## src/rtl/amiq_stim_player.sv

```systemverilog
// Multi-channel stimulus player: each channel replays a FIFO of (value, hold-delay)
// entries back-to-back on its slice of ch_out once playback is started.
module amiq_stim_player #(
    parameter int unsigned NOF_CH  = 3,
    parameter int unsigned DATA_W  = 1,
    parameter int unsigned DELAY_W = 8,
    parameter int unsigned DEPTH   = 32,
    localparam int unsigned CH_W   = (NOF_CH > 1) ? $clog2(NOF_CH) : 1
) (
    input  logic                       clk,
    input  logic                       rst_n,
    input  logic                       wr_valid,
    output logic                       wr_ready,
    input  logic [CH_W-1:0]            wr_ch,
    input  logic [DATA_W-1:0]          wr_data,
    input  logic [DELAY_W-1:0]         wr_delay,
    input  logic                       start,
    input  logic                       abort,
    output logic                       busy,
    output logic                       done,
    output logic                       err,
    output logic [NOF_CH*DATA_W-1:0]   ch_out,
    output logic [NOF_CH-1:0]          ch_active
);

    localparam int unsigned AW = $clog2(DEPTH);
    localparam int unsigned PW = AW + 1;

    typedef enum logic {S_IDLE, S_RUN} state_t;

    typedef struct packed {
        logic [DATA_W-1:0]  data;
        logic [DELAY_W-1:0] delay;
    } entry_t;

    entry_t                    r_mem [NOF_CH][DEPTH];
    logic [PW-1:0]             r_wp  [NOF_CH];
    logic [PW-1:0]             r_rp  [NOF_CH];
    logic [DELAY_W-1:0]        r_cnt [NOF_CH];
    logic [NOF_CH-1:0]         r_active;
    logic [NOF_CH*DATA_W-1:0]  r_ch_out;
    state_t                    r_state;
    logic                      r_busy;
    logic                      r_done;
    logic                      r_err;

    entry_t                    w_head [NOF_CH];
    logic [NOF_CH-1:0]         w_empty;
    logic [NOF_CH-1:0]         w_full;
    logic [NOF_CH-1:0]         w_push;
    logic [NOF_CH-1:0]         w_load;
    logic [NOF_CH-1:0]         w_pop;
    logic                      w_ch_ok;
    logic                      w_sel_full;
    logic                      w_rdy;
    logic                      w_accept;
    logic                      w_start;

    // FIFO status, load handshake and per-channel pop decisions
    always_comb begin
        w_empty    = '0;
        w_full     = '0;
        w_push     = '0;
        w_load     = '0;
        w_pop      = '0;
        w_sel_full = 1'b0;
        w_ch_ok    = (32'(wr_ch) < NOF_CH);
        for (int c = 0; c < int'(NOF_CH); c++) begin
            w_head[c]  = r_mem[c][r_rp[c][AW-1:0]];
            w_empty[c] = (r_wp[c] == r_rp[c]);
            w_full[c]  = ((r_wp[c] - r_rp[c]) == PW'(DEPTH));
            if (CH_W'(c) == wr_ch) begin
                w_sel_full = w_full[c];
            end
        end
        w_rdy    = (r_state == S_IDLE) && !abort && (!w_ch_ok || !w_sel_full);
        w_accept = wr_valid && w_rdy;
        w_start  = (r_state == S_IDLE) && start && !abort;
        for (int c = 0; c < int'(NOF_CH); c++) begin
            w_push[c] = w_accept && w_ch_ok && (CH_W'(c) == wr_ch);
            w_load[c] = !abort && (w_start ||
                        ((r_state == S_RUN) && r_active[c] && (r_cnt[c] == DELAY_W'(1))));
            w_pop[c]  = w_load[c] && !w_empty[c];
        end
    end

    // Entry storage is not reset; validity is tracked by the pointers
    always_ff @(posedge clk) begin
        for (int c = 0; c < int'(NOF_CH); c++) begin
            if (w_push[c]) begin
                r_mem[c][r_wp[c][AW-1:0]] <= {wr_data, wr_delay};
            end
        end
    end

    always_ff @(posedge clk or negedge rst_n) begin
        if (!rst_n) begin
            r_state  <= S_IDLE;
            r_busy   <= 1'b0;
            r_done   <= 1'b0;
            r_err    <= 1'b0;
            r_active <= '0;
            r_ch_out <= '0;
            for (int c = 0; c < int'(NOF_CH); c++) begin
                r_wp[c]  <= '0;
                r_rp[c]  <= '0;
                r_cnt[c] <= '0;
            end
        end else if (abort) begin
            // Flush by catching read pointers up; ch_out keeps its last values
            r_state  <= S_IDLE;
            r_busy   <= 1'b0;
            r_done   <= 1'b0;
            r_active <= '0;
            for (int c = 0; c < int'(NOF_CH); c++) begin
                r_rp[c]  <= r_wp[c];
                r_cnt[c] <= '0;
            end
        end else begin
            r_done <= 1'b0;
            case (r_state)
                S_IDLE: begin
                    if (start) begin
                        r_state <= S_RUN;
                        r_busy  <= 1'b1;
                    end
                end
                S_RUN: begin
                    if (r_active == '0) begin
                        r_state <= S_IDLE;
                        r_busy  <= 1'b0;
                        r_done  <= 1'b1;
                    end
                end
                default: begin
                    r_state <= S_IDLE;
                    r_busy  <= 1'b0;
                end
            endcase

            for (int c = 0; c < int'(NOF_CH); c++) begin
                if (w_pop[c]) begin
                    r_ch_out[c*DATA_W +: DATA_W] <= w_head[c].data;
                    r_cnt[c]    <= (w_head[c].delay == '0) ? DELAY_W'(1) : w_head[c].delay;
                    r_active[c] <= 1'b1;
                    r_rp[c]     <= r_rp[c] + PW'(1);
                end else if (w_load[c]) begin
                    r_active[c] <= 1'b0;
                    r_cnt[c]    <= '0;
                end else if (r_active[c] && (r_cnt[c] > DELAY_W'(1))) begin
                    r_cnt[c] <= r_cnt[c] - DELAY_W'(1);
                end
                if (w_push[c]) begin
                    r_wp[c] <= r_wp[c] + PW'(1);
                end
            end

            if (w_accept && !w_ch_ok) begin
                r_err <= 1'b1;
            end
        end
    end

    assign wr_ready  = w_rdy;
    assign busy      = r_busy;
    assign done      = r_done;
    assign err       = r_err;
    assign ch_out    = r_ch_out;
    assign ch_active = r_active;

endmodule

```

## config.mk

```make
export PLATFORM = sky130hd
export DESIGN_NAME = amiq_stim_player
export DESIGN_NICKNAME = d
export VERILOG_FILES = /design/src/rtl/amiq_stim_player.sv
export SDC_FILE = /design/constraint.sdc
export NUM_CORES = 1
export LEC_CHECK = 0
export CAP_MARGIN = 20
export CORE_AREA = 2 2 402 404
export DETAILED_ROUTE_END_ITERATION = 10
export DIE_AREA = 0 0 404 406
export GPL_ROUTABILITY_DRIVEN = 0
export PLACE_DENSITY_LB_ADDON = 0.12
export SLEW_MARGIN = 20
export SYNTH_ARGS = -nofsm -noshare
export SYNTH_HDL_FRONTEND = slang
export SYNTH_SLANG_ARGS = --single-unit
```

## constraint.sdc

```tcl
create_clock -name clk -period 5.7 [get_ports clk]
set_input_delay 1.14 -clock clk [delete_from_list [all_inputs] [get_ports clk]]
set_output_delay 1.14 -clock clk [all_outputs]
set_load 0.02 [all_outputs]
```

==> results of run 1 <==
synth_stat cells, types with 6 or more instances:
cell type	n
a221oi_1	11
buf_1	9
nand3b_1	8
ha_1	36
a21oi_1	36
a31oi_1	10
and3_1	12
a22o_1	9
nand3_1	43
o22ai_1	7
or3_1	8
buf_4	10
a211oi_1	6
nand2_1	117
xnor2_1	22
edfxtp_1	864
nand4_1	21
nor3b_1	7
mux2i_1	72
o21a_1	15
o21ai_0	58
o22a_1	6
buf_2	28
or2_2	6
nor3_1	13
nor2b_1	17
buf_6	9
dfrtp_1	70
a2bb2oi_1	7
clkbuf_1	45
mux4_2	186
a22oi_1	43
and2_1	7
nor2_1	178
inv_1	25
mux2_2	10
final cells by class:
cell class                      instances  share of cell area (%)
Antenna cell                            4                  0.0224
Tap cell                             2086                    5.83
Timing Repair Buffer                  100                    1.78
Inverter                               28                   0.235
Clock inverter                         62                    1.87
Sequential cell                       934                    61.9
Clock buffer                          137                    6.48
Multi-Input combinational cell       1057                    21.8
registers in the layout, summed over array words and instances (netlist names):
register and count:
busy 1, ch_active 3, ch_out 3, done 1, err 1, r_cnt 24, r_mem 864, r_rp 18
r_state 1, r_wp 18
worst reg2reg max path: stages (launching register included):
cell	delay, ns
dfrtp_1	0.72
inv_1	0.44
ha_1	0.46
o211ai_1	0.13
o31a_1	0.17
a21oi_1	0.05
a32o_1	0.27
nor2_2	0.40
nand2_1	0.49
nor2_1	0.83
how the worst min path moves through the flow:
stage                endpoint  slack [ns]  cells after the start
CTS                 ch_out[0]        0.34                      1
floorplan           r_cnt[14]        0.48                      1
global route        ch_out[0]        0.37                      1
detailed placement  r_cnt[14]        0.51                      1
finish               r_rp[16]        0.40                      1
global placement     r_wp[17]        0.51                      1
cells by family (layout without fill, tap and decap cells):
| group | after synthesis | after routing |
|---|---|---|
| buffers and inverters | 133 | 327 |
| AND/OR/NAND/NOR | 468 | 468 |
| XOR/XNOR | 25 | 25 |
| AO/OA/AOI/OAI | 255 | 255 |
| other | 0 | 4 |
| multiplexers | 273 | 273 |
| flip-flops | 934 | 934 |
| adder cells (fa/ha/maj) | 36 | 36 |
placed cells by master, fill, tap and decap left out, types with 13 or more instances in the layout:
cell type and count:
a21oi_1 36, a22oi_1 43, buf_4 84, bufinv_16 15, clkbuf_1 19, clkbuf_16 107
clkdlybuf4s50_1 14, clkinv_1 22, clkinv_2 13, dfrtp_1 64, edfxtp_1 864, ha_1 36
inv_1 25, mux2i_1 72, mux4_2 186, nand2_1 117, nand3_1 43, nand4_1 21
nor2_1 178, nor2b_1 17, nor3_1 13, o21a_1 15, o21ai_0 58, xnor2_1 22
routing by layer:
layer / vias to the layer above / routed length, um / GRT usage [%]
li1: 8787 / - / -
met1: 10700 / 52400 / 19.2
met2: 492 / 50600 / 20.9
met3: 141 / 5450 / 2.81
met4: 4 / 2550 / 3.71
met5: - / 15 / 0
report_power, final:
part           switching [mW]  leakage (nW)  total (mW)  internal (mW)
Combinational            3.16          3.83        5.31           2.15
Sequential              0.373          8.67        8.05           7.68
Clock                    2.91          1.80        7.21           4.30
==> summary.txt, run 1 <==
Status
  • Status: complete, no violations

Clocking
  • Clk_lat worst skew: 0.76 ns
  • H-Tree Depth: 3
  • CTS tree: built
  • # hold bufs at CTS: 0
  • CTS max path bufs: 3
  • Clk sinks: 934
  • Reg clk slew, reported paths: 0.06 ns
  • Root Buffer: clkbuf_16
  • TritonCTS Buffers: 107
  • Setup Fix Bufs, Post-CTS: 0
  • CTS resizes: 0

Critical path
  • Worst path slowest cell: dfrtp_1
  • Critical path endpoint: wr_ready
  • R2r setup slk: 1.30 ns
  • Req. time, crit path: 4.56 ns
  • Startpoint types: register
  • Crit-path max FO: 21
  • CP Class: reg2out
  • Buf/Inv on CP: 2
  • Levels on crit path: 8
  • R2R depth: 9
  • Worst r2r src: r_rp[10]
  • Crit-path max cell delay: 0.72 ns
  • Crit. Startpoint: r_rp[10]
  • Critical Path End Type: output port
  • Top Family by Delay on Critical Path: buffers and inverters
  • Worst path cell trace: inv_1 -> ha_1 -> o211ai_1 -> o31a_1 -> a21oi_1 -> a32o_1 -> nor2_1 -> clkdlybuf4s50_1
  • Worst reg2reg path endpoint: r_mem[0][827]
  • Worst EP arrival: 4.18 ns

Placed design
  • Placed cells: 4,205
  • Dpl hpwl: 70.4 mm
  • Post-DP Area: 41,000 um^2
  • Port Buffers: 25
  • Pre-CTS setup slack: 0.862 ns

Synth
  • Top cells by area, synth: edfxtp_1 68%, mux4_2 11%, dfrtp_1 4.6%, mux2i_1 1.9%, nor2_1 1.8%
  • Synth Area in Simple Gates: 5.73%
  • Post-synthesis mux area share: 13.5%
  • Synth Area in Compound Gates: 4.60%
  • Post-synth EDFFs: 864
  • Area of the mapped netlist: 38,200 um^2
  • Syn Area/Cell: 18.0 um^2
  • Post-Syn Nets: 2,176
  • Post-synthesis xor/xnor area fraction: 0.574%
  • Netlist cell types: 75
  • Synth async-reset ratio: 7.49%
  • Main combinational cell family by area after synthesis: multiplexers
  • Area leader, netlist: edfxtp_1
  • Post-Syn Instances: 2,124
  • Adder-Cell Fraction of Synth Area: 1.18%
  • Synthesis Warnings: 0
  • Seq/Total Area, Yosys: 72.6%
  • Most used DFF post-synth: edfxtp_1
  • #FFs+latches synth: 934
  • Top cell type's share of synthesized area: 68.0%

Timing
  • Setup_tns: 0 ns
  • Final hold viol count: 0
  • RSZ-0062 raised after global routing: no
  • Max-slew violations: 0
  • Fmax: 188 MHz
  • Worst-margin pin slew: 1.11 ns
  • Hold slack: 0.398 ns
  • Final setup violation count: 0
  • Setup ws final: 0.383 ns
  • Max Clock Skew: 0.0750 ns
  • Crit share post-route: 93.3%
  • Slew headroom: 26.0%
  • Min Tclk post-route: 5.32 ns

Power and ir drop
  • Peak VDD IR: 258 uV
  • PwrDens: 460 nW/um^2
  • LEAKAGE: 14.3 nW
  • Total power draw: 20.6 mW

Floorplanning
  • # rows: 147
  • Core box area: 160,000 um^2
  • Chip width: 404 um
  • Starting Density: 23.9%
  • Die ar.: 164,000 um^2
  • Die height: 406 um
  • Ports: 26

Hold path
  • Worst hold path class: in2async

Final layout
  • Register area: 27,700 um^2
  • Fill cells: 15,861
  • Area grow syn2layout: 17.3%
  • Multi-input gate area: 9760 um^2
  • Ratio of cells with drive above 1 in the final layout: 20.1%
  • Final #Nets: 2,280
  • Final Cell Area: 44,700 um^2
  • Final cell count without fillers: 4,408
  • Fin util: 28.0%

Drt
  • Routed Antenna Nets: 0
  • DRT Pass-1 Iters: 6
  • Wire length per cell: 25.2 um
  • # DRC: 0
  • DR iter-0 viols: 1,790
  • Vias: 20,124
  • Routed WL: 111 mm
  • Via/cell ratio: 4.57

Job
  • # Max-Cap Violations: 0

GRT
  • Initial antenna violation count: 7
  • Vias in the first global route: 20,962
  • GRT Overall Usage: 13.5%
  • Largest net degree at the start of global routing: 67
  • Global-route wire length before repair: 160 mm
  • Total grt overflow: 0
(Power assumes the default switching activity.)
==> run 2, diff against run 1 <==
--- a/config.mk
+++ b/config.mk
@@ -11,6 +11,7 @@
 export DIE_AREA = 0 0 404 406
 export GPL_ROUTABILITY_DRIVEN = 0
 export PLACE_DENSITY_LB_ADDON = 0.12
+export SETUP_SLACK_MARGIN = 0.15
 export SLEW_MARGIN = 20
 export SYNTH_ARGS = -nofsm -noshare
 export SYNTH_HDL_FRONTEND = slang
==> constraint.sdc (replaced) <==
create_clock -name clk -period 5.8 [get_ports clk]
set_input_delay 1.16 -clock clk [delete_from_list [all_inputs] [get_ports clk]]
set_output_delay 1.16 -clock clk [all_outputs]
set_load 0.02 [all_outputs]
==> summary.txt, run 2 (synthesized netlist as in run 1, its figures left out) <==
Final layout
  • Fill cells: 15,910
  • Max reg flops: 864
  • Ratio of cells with drive above 1 in the final layout: 19.0%
  • Area grow syn2layout: 15.8%
  • Final #Nets: 2,256
  • Fin util: 27.7%
  • Commonest non-fill, non-tap cell in the layout: edfxtp_1
  • Highest-count cells in the layout ignoring fill and taps: 864 x edfxtp_1, 186 x mux4_2, 176 x nor2_1
  • Final cell count without fillers: 4,381

Floorplanning
  • Starting Density: 23.9%
  • Ports: 26
  • Die height: 406 um
  • Core box area: 160,000 um^2
  • Chip width: 404 um
  • Die ar.: 164,000 um^2
  • # rows: 147

Clocking
  • TritonCTS Buffers: 104
  • CTS tree: built
  • H-Tree Depth: 3
  • Reg clk slew, reported paths: 0.06 ns
  • Setup Fix Bufs, Post-CTS: 0
  • Root Buffer: clkbuf_16
  • CTS max path bufs: 3
  • Clk_lat worst skew: 0.73 ns
  • CTS resizes: 0
  • Clk sinks: 934
  • # hold bufs at CTS: 0

Critical path
  • Startpoint types: register
  • R2r setup slk: 1.42 ns
  • Worst r2r src: r_rp[10]
  • Critical Path End Type: output port
  • R2R depth: 9
  • Worst reg2reg path endpoint: r_mem[0][658]
  • Crit-path max FO: 21
  • Worst EP arrival: 4.10 ns
  • CP Class: reg2out
  • Req. time, crit path: 4.64 ns

GRT
  • Vias in the first global route: 20,813
  • GR Util met1: 19.1%
  • M2 GR Usage: 21.0%
  • GRT Max-Usage Layer: met2
  • Initial antenna violation count: 2
  • GRT Overall Usage: 13.4%
  • Global-route wire length before repair: 158 mm
  • Total grt overflow: 0
  • Routing usage on met3: 2.26%
  • Largest net degree at the start of global routing: 103

Drt
  • Routed Antenna Nets: 0
  • DRT Pass-1 Iters: 8
  • # DRC: 0
  • Wire length per cell: 25.1 um
  • Via/cell ratio: 4.56
  • DR iter-0 viols: 1,955
  • Vias: 19,967
  • Routed WL: 110 mm

Placed design
  • Dpl hpwl: 69.1 mm
  • Placed cells: 4,184
  • Pre-CTS setup slack: 0.900 ns
  • Port Buffers: 25

Timing
  • Worst-margin pin slew: 1.08 ns
  • Min Tclk post-route: 5.26 ns
  • Slew headroom: 27.3%
  • Max Clock Skew: 0.0571 ns
  • Setup ws final: 0.542 ns
  • RSZ-0062 raised after global routing: no
  • Crit share post-route: 90.7%
  • Final hold viol count: 0
  • Setup_tns: 0 ns
  • Final setup violation count: 0
  • Max-slew violations: 0
  • Fmax: 190 MHz

Power and ir drop
  • Total power draw: 19.5 mW
  • PwrDens: 442 nW/um^2
  • Peak VDD IR: 314 uV
  • LEAKAGE: 14.0 nW

Status
  • Status: complete, no violations

Hold path
  • Worst hold path class: in2async

Job
  • # Max-Cap Violations: 0
run 2: cell count changes in the layout (fill, tap and decap cells not counted), sizes merged:
cell / change
clkinvlp: +3
buf: -21
clkinv: +6
inv: +1
diode: +2
bufinv: -7
clkbuf: -11
run 2: final cells by class:
class	instances	area [um^2]	area share, %
multi-input cells	1057	9770	22.1
clock buffers	126	2710	6.12
diodes	6	15.0	0.0340
clock inverters	65	608	1.38
flip-flops and latches	934	27700	62.8
repair buffers	79	638	1.44
inverters	28	105	0.238
well taps	2086	2610	5.91
run 2: where the power goes:
part	internal [mW]	switching, mW
sequential	7.54	0.347
combinational	2.09	3.10
clock	3.68	2.76
total	13.3	6.20
run 2: how the worst max path moves through the flow:
stage / start / end / slack [ns] / cells past startpoint
after global routing: r_rp[10] / wr_ready / 0.29 / 8
after global placement: wr_ch[0] / wr_ready / 0.83 / 7
final: r_rp[10] / wr_ready / 0.54 / 8
after floorplan: r_rp[7] / wr_ready / 2.32 / 10
after CTS: r_rp[10] / wr_ready / 0.48 / 8
after detailed placement: wr_ch[0] / wr_ready / 0.90 / 7
run 2: critical path: stages, from the launching register on:
cell and delay, ns:
dfrtp_1 0.73, inv_1 0.44, ha_1 0.46, o211ai_1 0.11, o31a_1 0.16, a21oi_1 0.04, a32o_1 0.26, nor2_1 0.43
clkdlybuf4s50_1 0.72
run 2: per-layer routing:
metal	vias to the layer above	wire length [um]
met4	2	2320
met3	143	5170
met1	10593	51800
met2	501	50500
met5	-	11
li1	8728	-
run 2: stage by stage:
step,area (um^2),hold WS [ns]
after CTS,44100,0.413
after global routing,44100,0.463
after detailed placement,40800,0.510
after global placement,40800,0.508
final,44200,0.454
after floorplan,38200,0.483
==> run 3, diff against run 2 <==
--- a/config.mk
+++ b/config.mk
@@ -5,10 +5,11 @@
 export SDC_FILE = /design/constraint.sdc
 export NUM_CORES = 1
 export LEC_CHECK = 0
+export ABC_AREA = 1
 export CAP_MARGIN = 20
-export CORE_AREA = 2 2 402 404
+export CORE_AREA = 2 2 412 414
 export DETAILED_ROUTE_END_ITERATION = 10
-export DIE_AREA = 0 0 404 406
+export DIE_AREA = 0 0 414 416
 export GPL_ROUTABILITY_DRIVEN = 0
 export PLACE_DENSITY_LB_ADDON = 0.12
 export SETUP_SLACK_MARGIN = 0.15
==> summary.txt, run 3 <==
Drt
  • # DRC: 0
  • DRT Pass-1 Iters: 7
  • DR iter-0 viols: 1,989
  • Wire length per cell: 22.3 um
  • Routed WL: 132 mm
  • Vias: 26,673
  • Via/cell ratio: 4.49
  • Routed Antenna Nets: 0

Clocking
  • Setup Fix Bufs, Post-CTS: 0
  • CTS tree: built
  • Reg clk slew, reported paths: 0.06 ns
  • CTS resizes: 0
  • Clk sinks: 934
  • Clk_lat worst skew: 0.74 ns
  • CTS max path bufs: 3
  • TritonCTS Buffers: 110
  • # hold bufs at CTS: 0
  • Root Buffer: clkbuf_16
  • H-Tree Depth: 3

Timing
  • Min Tclk post-route: 4.85 ns
  • Fmax: 206 MHz
  • Worst-margin pin slew: 1.02 ns
  • Crit share post-route: 83.6%
  • Setup_tns: 0 ns
  • Setup ws final: 0.951 ns
  • Final setup violation count: 0
  • Slew headroom: 32.3%
  • RSZ-0062 raised after global routing: no
  • Final hold viol count: 0
  • Max-slew violations: 0
  • Hold slack: 0.392 ns
  • Max Clock Skew: 0.0668 ns

Critical path
  • R2R depth: 11
  • CP Class: reg2out
  • Crit-path max FO: 12
  • Critical Path End Type: output port
  • Worst r2r src: r_rp[4]
  • Req. time, crit path: 4.64 ns
  • R2r setup slk: 1.54 ns
  • Worst reg2reg path endpoint: r_mem[0][203]
  • Startpoint types: register
  • Worst EP arrival: 3.69 ns

Final layout
  • Area grow syn2layout: 16.5%
  • Register area: 27,700 um^2
  • Commonest non-fill, non-tap cell in the layout: edfxtp_1
  • Multi-input gate area: 11,000 um^2
  • Fill cells: 17,569
  • Highest-count cells in the layout ignoring fill and taps: 864 x edfxtp_1, 749 x nand2_1, 514 x nor2_1
  • Final #Nets: 3,688
  • Ratio of cells with drive above 1 in the final layout: 9.15%
  • Final Cell Area: 46,700 um^2
  • Max reg flops: 864

Hold path
  • Worst hold path class: in2async

Floorplanning
  • # rows: 151
  • Die height: 416 um
  • Ports: 26
  • Die ar.: 172,000 um^2
  • Starting Density: 23.9%
  • Core box area: 168,000 um^2
  • Chip width: 414 um

Synth
  • Post-Syn Nets: 3,664
  • Most used DFF post-synth: edfxtp_1
  • Area leader, netlist: edfxtp_1
  • Post-synth top cells: 864 x edfxtp_1, 749 x nand2_1, 514 x nor2_1
  • #FFs+latches synth: 934
  • Top cell type's share of synthesized area: 64.7%
  • Post-synth EDFFs: 864
  • Netlist cell types: 46
  • Synthesis Warnings: 0
  • Dominant cell by count in the synthesized netlist: edfxtp_1
  • Area of the mapped netlist: 40,100 um^2
  • Post-Syn Instances: 3,612
  • Synth async-reset ratio: 7.49%
  • Top cells by area, synth: edfxtp_1 65%, nand2_1 7.0%, nor2_1 4.8%, dfrtp_1 4.4%, nand3_1 4.0%
  • Syn Area/Cell: 11.1 um^2
  • Seq/Total Area, Yosys: 69.0%

Placed design
  • Post-DP Area: 43,000 um^2
  • Pre-CTS setup slack: 1.00 ns
  • Port Buffers: 25
  • Dpl hpwl: 79.4 mm

Status
  • Status: complete, no violations

GRT
  • Initial antenna violation count: 7
  • Global-route wire length before repair: 192 mm
  • Largest net degree at the start of global routing: 142
  • Vias in the first global route: 27,421
  • GRT Overall Usage: 15.1%
  • Total grt overflow: 0

Power and ir drop
  • Peak VDD IR: 297 uV
  • LEAKAGE: 16.3 nW
  • Total power draw: 21.8 mW
  • PwrDens: 466 nW/um^2

Job
  • # Max-Cap Violations: 0
[run 3: changes by cell type after synthesis, sizes merged, moves of 55 or more]
cell	before	now
buf	60	115
inv	26	181
mux2i	72	2
mux4	191	0
nand2	117	753
nand3	43	321
nor2	180	519
nor3	13	99
o21ai	60	300
[run 3: kinds of logic after synthesis]
group	count (synthesis)	share of synthesized area (%)
buffers and inverters	393	4.20
muxes	2	0.0499
DFF	934	69.0
xor gates and xnor gates	43	0.938
AOI/OAI and AO/OA	491	6.90
adders and majority gates	36	1.12
and+or+nand+nor	1713	17.8
[run 3: area by class of cell]
type | instances | share of cell area, %
repair buffers | 105 | 1.87
inverters | 200 | 1.62
flip-flops and latches | 934 | 59.3
clock inverters | 62 | 1.36
clock buffers | 142 | 6.32
multi-input cells | 2285 | 23.6
well taps | 2218 | 5.94
diodes | 1 | 0.00535
[run 3: worst max path at each step]
stage	from	cells after the start	endpoint	slack, ns
after floorplan	r_rp[7]	15	r_mem[0][360]	2.37
after global placement	wr_ch[1]	9	wr_ready	0.99
after detailed placement	wr_ch[1]	9	wr_ready	1.00
after CTS	r_rp[4]	8	wr_ready	0.88
after global routing	r_rp[4]	8	wr_ready	0.68
final	r_rp[4]	8	wr_ready	0.95
[run 3: critical path, stage by stage (launching register included)]
cell and delay (ns):
dfrtp_1 0.55, inv_1 0.33, ha_1 0.32, o21ai_2 0.13, inv_1 0.05, o2111ai_1 0.44
nand2_2 0.17, nor2_8 0.32, clkdlybuf4s50_1 0.67
[run 3: routing by layer]
metal / global-route usage (%) / part of all wire [%] / up-vias
li1: - / - / 12648
met1: 21.3 / 48 / 13422
met2: 24.6 / 47 / 442
met3: 1.87 / 3.2 / 157
met4: 3.78 / 2.0 / 4
met5: 0 / 0.017 / -
[run 3: per-stage QoR]
stage	utilization [%]	std cells
after floorplan	-	3612
after global placement	25.5	5741
after detailed placement	25.6	5742
after CTS	27.7	5946
after global routing	27.8	5947
final	27.8	5947
[run 3: power by group]
part | switching [mW] | internal [mW]
Clock | 2.93 | 4.00
Sequential | 0.435 | 7.57
Combinational | 5.04 | 1.81
